File: config.mk
export PLATFORM = sky130hd
export DESIGN_NAME = ahb_interconnect_n
export DESIGN_NICKNAME = d
export VERILOG_FILES = /design/src/rtl/ahb_interconnect_n.sv
export SDC_FILE = /design/constraint.sdc
export NUM_CORES = 1
export LEC_CHECK = 0
export CORE_AREA = 2 2 111 113
export CTS_CLUSTER_SIZE = 10
export DETAILED_ROUTE_END_ITERATION = 8
export DIE_AREA = 0 0 113 115
export HOLD_SLACK_MARGIN = 0.15
export PLACE_DENSITY = 0.61
export REMOVE_ABC_BUFFERS = 1
export SLEW_MARGIN = 30
export SYNTH_ARGS = -nofsm -noshare
export SYNTH_HDL_FRONTEND = slang
export SYNTH_SLANG_ARGS = --single-unit
File: constraint.sdc
create_clock -name HCLK -period 2.25 [get_ports HCLK]
set_clock_uncertainty 0.1 [all_clocks]
set_input_delay 0.45 -clock HCLK [delete_from_list [all_inputs] [get_ports HCLK]]
set_output_delay 0.45 -clock HCLK [all_outputs]
set_load 0.02 [all_outputs]
File: src/rtl/ahb_interconnect_n.sv
// Single-master AHB-Lite address decoder and response mux with a built-in ERROR default slave.
// Define TIMEOUT_EN to add a watchdog that aborts transfers to hung slaves.
module ahb_interconnect_n #(
  parameter int unsigned NUM_SLAVES     = 6,
  parameter int unsigned SLOT_SHIFT     = 24,
  parameter logic [31:0] NOMAP_RDATA    = 32'hDEADBEEF,
  parameter int unsigned TIMEOUT_CYCLES = 256
) (
  input  logic                       HCLK,
  input  logic                       HRESETn,
  input  logic [31:0]                HADDR,
  input  logic [1:0]                 HTRANS,
  output logic [NUM_SLAVES-1:0]      HSEL_S,
  input  logic [32*NUM_SLAVES-1:0]   HRDATA_S,
  input  logic [NUM_SLAVES-1:0]      HREADYOUT_S,
  input  logic [NUM_SLAVES-1:0]      HRESP_S,
  output logic [31:0]                HRDATA,
  output logic                       HREADY,
  output logic                       HRESP,
  output logic                       TIMEOUT_FLAG,
  output logic [3:0]                 TIMEOUT_SLV,
  input  logic                       TIMEOUT_CLR
);

  localparam int unsigned RW = 32 - SLOT_SHIFT;

  typedef enum logic [1:0] {DS_IDLE, DS_ERR1, DS_ERR2} ds_state_t;

  logic [RW-1:0] region;
  logic          addr_mapped;
  logic [3:0]    addr_idx;
  logic          accept_nomap;

  logic          dp_mapped;
  logic [3:0]    dp_idx;
  logic          dp_active;

  ds_state_t     ds_state;
  ds_state_t     ds_next;

  logic [31:0]   s_rdata;
  logic          s_ready;
  logic          s_resp;

  // Address decode: region field picks the slave, anything past NUM_SLAVES is unmapped
  assign region       = HADDR[31:SLOT_SHIFT];
  assign addr_mapped  = (32'(region) < NUM_SLAVES);
  assign addr_idx     = 4'(region);
  assign accept_nomap = HREADY && HTRANS[1] && !addr_mapped;

  always_comb begin
    HSEL_S = '0;
    for (int unsigned i = 0; i < NUM_SLAVES; i++) begin
      HSEL_S[i] = addr_mapped && (addr_idx == 4'(i));
    end
  end

  // Data-phase owner advances only when the current data phase completes
  always_ff @(posedge HCLK or negedge HRESETn) begin
    if (!HRESETn) begin
      dp_mapped <= 1'b0;
      dp_idx    <= '0;
      dp_active <= 1'b0;
    end else if (HREADY) begin
      dp_mapped <= addr_mapped;
      dp_idx    <= addr_idx;
      dp_active <= HTRANS[1];
    end
  end

  always_ff @(posedge HCLK or negedge HRESETn) begin
    if (!HRESETn) ds_state <= DS_IDLE;
    else          ds_state <= ds_next;
  end

  // Response decode lives in the output mux; this block only advances state
  always_comb begin
    ds_next = ds_state;
    case (ds_state)
      DS_IDLE: if (accept_nomap) ds_next = DS_ERR1;
      DS_ERR1: ds_next = DS_ERR2;
      DS_ERR2: ds_next = accept_nomap ? DS_ERR1 : DS_IDLE;
      default: ds_next = DS_IDLE;
    endcase
  end

  always_comb begin
    s_rdata = '0;
    s_ready = 1'b1;
    s_resp  = 1'b0;
    for (int unsigned i = 0; i < NUM_SLAVES; i++) begin
      if (dp_idx == 4'(i)) begin
        s_rdata = HRDATA_S[32*i +: 32];
        s_ready = HREADYOUT_S[i];
        s_resp  = HRESP_S[i];
      end
    end
  end

`ifdef TIMEOUT_EN
  localparam int unsigned CW = $clog2(TIMEOUT_CYCLES) + 1;

  typedef enum logic [1:0] {TO_IDLE, TO_ERR1, TO_ERR2} to_state_t;

  to_state_t     to_state;
  to_state_t     to_next;
  logic [CW-1:0] to_cnt;
  logic          stall;
  logic          to_fire;

  assign stall   = dp_active && dp_mapped && !HREADY;
  assign to_fire = (to_state == TO_IDLE) && stall && (to_cnt == CW'(TIMEOUT_CYCLES - 1));

  always_ff @(posedge HCLK or negedge HRESETn) begin
    if (!HRESETn) to_state <= TO_IDLE;
    else          to_state <= to_next;
  end

  always_comb begin
    to_next = to_state;
    case (to_state)
      TO_IDLE: if (to_fire) to_next = TO_ERR1;
      TO_ERR1: to_next = TO_ERR2;
      TO_ERR2: to_next = TO_IDLE;
      default: to_next = TO_IDLE;
    endcase
  end

  // Wait-state counter is frozen while the abort pair is being issued
  always_ff @(posedge HCLK or negedge HRESETn) begin
    if (!HRESETn) begin
      to_cnt       <= '0;
      TIMEOUT_FLAG <= 1'b0;
      TIMEOUT_SLV  <= '0;
    end else begin
      if (HREADY)                              to_cnt <= '0;
      else if ((to_state == TO_IDLE) && stall) to_cnt <= to_cnt + CW'(1);
      if (to_fire) begin
        TIMEOUT_FLAG <= 1'b1;
        TIMEOUT_SLV  <= dp_idx;
      end else if (TIMEOUT_CLR) begin
        TIMEOUT_FLAG <= 1'b0;
      end
    end
  end
`else
  logic unused_cfg;
  assign unused_cfg   = TIMEOUT_CLR ^ dp_active ^ (TIMEOUT_CYCLES != 0);
  assign TIMEOUT_FLAG = 1'b0;
  assign TIMEOUT_SLV  = 4'd0;
`endif

  logic unused_bits;
  assign unused_bits = ^{HADDR[SLOT_SHIFT-1:0], HTRANS[0]};

  // Master-side response: selected slave, else default slave; watchdog overrides both
  always_comb begin
    HRDATA = NOMAP_RDATA;
    HREADY = 1'b1;
    HRESP  = 1'b0;
    if (dp_mapped) begin
      HRDATA = s_rdata;
      HREADY = s_ready;
      HRESP  = s_resp;
    end else begin
      HREADY = (ds_state != DS_ERR1);
      HRESP  = (ds_state != DS_IDLE);
    end
`ifdef TIMEOUT_EN
    if (to_state == TO_ERR1) begin
      HREADY = 1'b0;
      HRESP  = 1'b1;
    end else if (to_state == TO_ERR2) begin
      HREADY = 1'b1;
      HRESP  = 1'b1;
    end
`endif
  end

endmodule

== Word level (Yosys, flattened, before mapping) ==
Index checks and enable logic that the tools add are counted.
Storage, ports and cells
  register bits: 7
  bits of input ports: 241
  word-level logic and storage cells: 55
Cells by class
  order comparisons: 1
  eq/ne operators: 14
  muxes and demuxes: 24
  reduce and logical (&&, ||, !) cells: 13
Operators by type and width (count)
  $mux W32: 7
  $eq A4 B2 Y1 const B: 4
  $eq A4 B3 Y1 const B: 4
  $mux W1: 15
  $eq A4 B1 Y1 const B: 2
  $logic_and A1 B1 Y1: 8
  $logic_not A4 Y1: 2
  $lt A8 B3 Y1 const B: 1
  $pmux W2 S3: 1
  $eq A2 B1 Y1 const B: 1
  $eq A2 B2 Y1 const B: 1
  $logic_not A2 Y1: 1
  $mux W2: 1
  $ne A2 B1 Y1 const B: 1
  $ne A2 B2 Y1 const B: 1
  $reduce_bool A2 Y1: 1
  $logic_not A1 Y1: 1

== Logic depth before layout (Yosys ltp) ==
  word-level depth: 12
  mapped depth: 7
  mapped depth without buffers: 4

== Worst setup path after synthesis ==
OpenSTA, ideal clock, no wires.
  path type: flip-flop to output port
  start: register dp_idx[3]
  end: output port HRDATA[2]
  arrival: 1702 ps
  required time: 1700 ps
  setup slack: -2 ps
  stages on the path, launching flop included: 7
  buffers on the path: 3
  cells stage by stage: dfrtp_1 buf_4 or3_1 clkbuf_2 buf_4 o22a_1 o211ai_1
On the way
  cells in the longest elaborated chain, start to end: 8
  elaborated cells on any way between the ends: 13
RTL lines
  start: declaration: RTL line 35  | logic [3:0] dp_idx;
  start signal: assignment: RTL line 66  | dp_idx <= addr_idx;
  $logic_not A4 Y1: RTL line 92  | if (dp_idx == 4'(i)) begin
  $mux W32 (5 in series): RTL line 92
  $mux W32 (*): RTL line 92
  $mux W32 (*): RTL line 161  | if (dp_mapped) begin
  end: declaration: RTL line 17  | output logic [31:0] HRDATA,
Mark *: on every way between the ends. The rest lies on a longest branch, timed or not.

== Final worst setup path ==
  start: register dp_idx[1]
  end: output port HRDATA[15]
The elaborated chain is that of the path after synthesis.

==> impl_metrics.env <==
export IMPL_antenna_found_initial=0
export IMPL_detail_route_drc_violations=20
export IMPL_avgSynthCellArea_um2=8.15
export IMPL_io_pins=286
export IMPL_fin_crit_sh=1.11
export IMPL_ir_drop_v=0.000188
export IMPL_finalPower_w=0.00187
export IMPL_worstHoldStart="ds_state[1]$_DFFE_PN0P_"
export IMPL_status="finished with violations"
export IMPL_placed_cells=698
export IMPL_utilization=0.494
export IMPL_die_width_um=113
export IMPL_cp_max_fo=9
export IMPL_seqCellArea_um2=179
export IMPL_grt_start_max_net_pins=25
export IMPL_wl_per_cell_um=18.4
export IMPL_synth_cells=284
export IMPL_synth_edf_count=0
export IMPL_start_util=0.196
export IMPL_crit_path_end_kind="primary output"
export IMPL_first_global_vias=3613
export IMPL_numPortBuffers=254
export IMPL_synthFlopType="dfrtp_1"
export IMPL_die_h_um=115
export IMPL_slowest_stage="dfrtp_4"
export IMPL_root_buffer="clkbuf_16"
export IMPL_crit_required_ns=1.70
export IMPL_clock_power_share=0.158
export IMPL_htree_levels=1
export IMPL_grt_first_pass_wirelength_mm=18.4
export IMPL_highest_layer="met4"
export IMPL_intPower_w=0.00127
export IMPL_power_frac_comb=0.754
export IMPL_antenna_cells=0
export IMPL_setup_ws_ns=-0.252
export IMPL_detailedPlacementHpwl_mm=9.45
export IMPL_dr_first_iter_drc_count=163
export IMPL_final_cell_mix="clkdlybuf4s50_1 (208), buf_4 (75), mux2i_1 (26), nor2_1 (26)"
export IMPL_yosys_warnings=0
export IMPL_hold_viol=0
export IMPL_p_leak_nw=2.31
export IMPL_ys_async_sr_fraction=1.00
export IMPL_arrival_ns=1.95
export IMPL_cap_violations=0
export IMPL_met2_length_mm=6.70
export IMPL_synth_top_cell_area_share=0.117
export IMPL_path_clk_slew_ns=0.03
export IMPL_ctsHoldBuffers=0
export IMPL_wirelength_mm=13.4
export IMPL_worstSetupPathType="reg -> out"
export IMPL_start_kind="flip-flop"
export IMPL_crit_path_start="dp_idx[1]$_DFFE_PN0N_"
export IMPL_fmax_mhz=400
export IMPL_die_area_um2=13000
export IMPL_hold_class="reg -> reg"
export IMPL_synthDistinctLibCells=39
export IMPL_crit_buf_inv=3
export IMPL_seq_area_frac_synth=0.0757
export IMPL_critical_path_most_common_cell="buf_4"
export IMPL_setup_viol=34
export IMPL_violations="design-rule violations, negative setup slack"
export IMPL_via_per_inst=4.87
export IMPL_grt_overflow=0
export IMPL_cts_sinks=7
export IMPL_insertion_delay_ns=0.23
export IMPL_fin_cells=729
export IMPL_wl_met3_mm=1.30
export IMPL_ant_nets=0
export IMPL_syn_cell_area_um2=2310
export IMPL_areaGrowthSynthToFinish_pct=152
export IMPL_power_density_nw_per_um2=320
export IMPL_seq_power_share=0.088
export IMPL_cts_buffers=3
export IMPL_layout_commonest_cell="clkdlybuf4s50_1"
export IMPL_dr_pass1_iters=6
export IMPL_place_gp_congestion=0.784
export IMPL_clockBufferDepth=2
export IMPL_yosys_area_top_type="mux2_2"
export IMPL_finalMaxSlewViolations=0
export IMPL_finalNetCount=824
export IMPL_crit_family="flip-flops"
export IMPL_period_minus_slack_ns=2.50
export IMPL_synth_seq_cells=7
export IMPL_drive_gt1_frac=0.333
export IMPL_fp_coreArea_um2=11800
export IMPL_r2r_start="dp_idx[1]$_DFFE_PN0N_"
export IMPL_swShare=0.318
export IMPL_cp_slowest_stage_delay_ns=0.52
export IMPL_num_vias=3548
export IMPL_rsz0062_at_grt="yes"
export IMPL_grt_use_total=0.177
export IMPL_crit_chain="buf_4, buf_12, mux2_2, a21oi_2, o22a_1, o211ai_1, buf_4"
export IMPL_synthTopCellsByArea="mux2_2 (12%), mux2i_1 (11%), o22a_1 (9.1%)"
export IMPL_met1_length_mm=5.22
export IMPL_placementRows=40
export IMPL_nFillCells=1155
export IMPL_multi_input_area_um2=2080
export IMPL_p_sw_w=0.000593
export IMPL_cts_tree="built"
## logic make-up (layout without fill, tap and decap cells)
kind of cell	after synthesis	in the layout	synth area share
AO/OA/AOI/OAI	88	88	0.294
buffers and inverters	38	332	0.0990
flip-flops	7	7	0.0757
multiplexers	63	63	0.345
other	1	5	0.00162
AND/OR/NAND/NOR	87	87	0.185
## repair_timing
item                       CTS  global route
cloned                       3             7
pin swaps                    9            22
setup endpoints to repair   40            42
gates resized for setup    239            34
buffers inserted             2            16
## per-stage QoR
stage / setup WS, ns / setup TNS [ns] / area (um^2) / hold WS [ns]
detailed placement: -0.606 / -20.31 / 5250 / 0.380
global placement: -0.591 / -19.54 / 5250 / 0.377
floorplan: -2.99 / -111.62 / 2100 / 0.0544
CTS: -0.270 / -7.15 / 5460 / 0.385
global route: -0.336 / -9.35 / 5840 / 0.402
finish: -0.252 / -6.81 / 5840 / 0.388
## sequential cells by signal, summed over array words and instances (netlist names)
name,flops
dp_idx,4
ds_state,2
dp_mapped,1
## power by group through the flow
| stage | Sequential, W | Combinational (W) | Clock [W] |
|---|---|---|---|
| 4_1_cts | 0.000168 | 0.00128 | 0.000299 |
| 6_report | 0.000163 | 0.00141 | 0.000296 |
| 5_1_grt | 0.000167 | 0.00150 | 0.000312 |
| 3_3_place_gp | 0.000162 | 0.00117 | 0 |
| 2_1_floorplan | 0.000222 | 0.000459 | 0 |
| 3_5_place_dp | 0.000163 | 0.00119 | 0 |
## path summary, 6_finish.rpt
path	end	slack [ns]	depth (start not counted)
max	HRDATA[15]	-0.25	7
min in group asynchronous	dp_idx[1]$_DFFE_PN0N_	0.40	1
max in group asynchronous	dp_idx[1]$_DFFE_PN0N_	1.38	1
min reg2reg	ds_state[1]$_DFFE_PN0P_	0.39	1
min	ds_state[1]$_DFFE_PN0P_	0.39	1
max reg2reg	dp_idx[3]$_DFFE_PN0N_	0.10	8
## cell usage after synthesis (2+ instances only)
library cell,number
a21oi_1,25
a222oi_1,8
buf_2,13
buf_4,14
buf_6,2
clkbuf_1,6
clkbuf_2,2
dfrtp_1,7
mux2_2,24
mux2_4,4
mux2i_1,26
mux4_2,8
nand2_1,29
nand2b_1,3
nor2_1,28
nor2b_1,11
nor3_1,5
nor3b_1,2
o211ai_1,24
o22a_1,24
## final cells by class
cell class,count,share of cell area
inverter,1,0.000643
multi-input combinational,243,0.356
sequential,7,0.0307
tap,147,0.0315
timing repair buffer,327,0.568
clock buffer,4,0.0135
## layer usage
metal	global-route usage	up-vias
met5	0	-
met4	0.0276	0
met3	0.0374	13
met2	0.342	192
met1	0.204	1662
li1	-	1681
(Power assumes the default switching activity.)
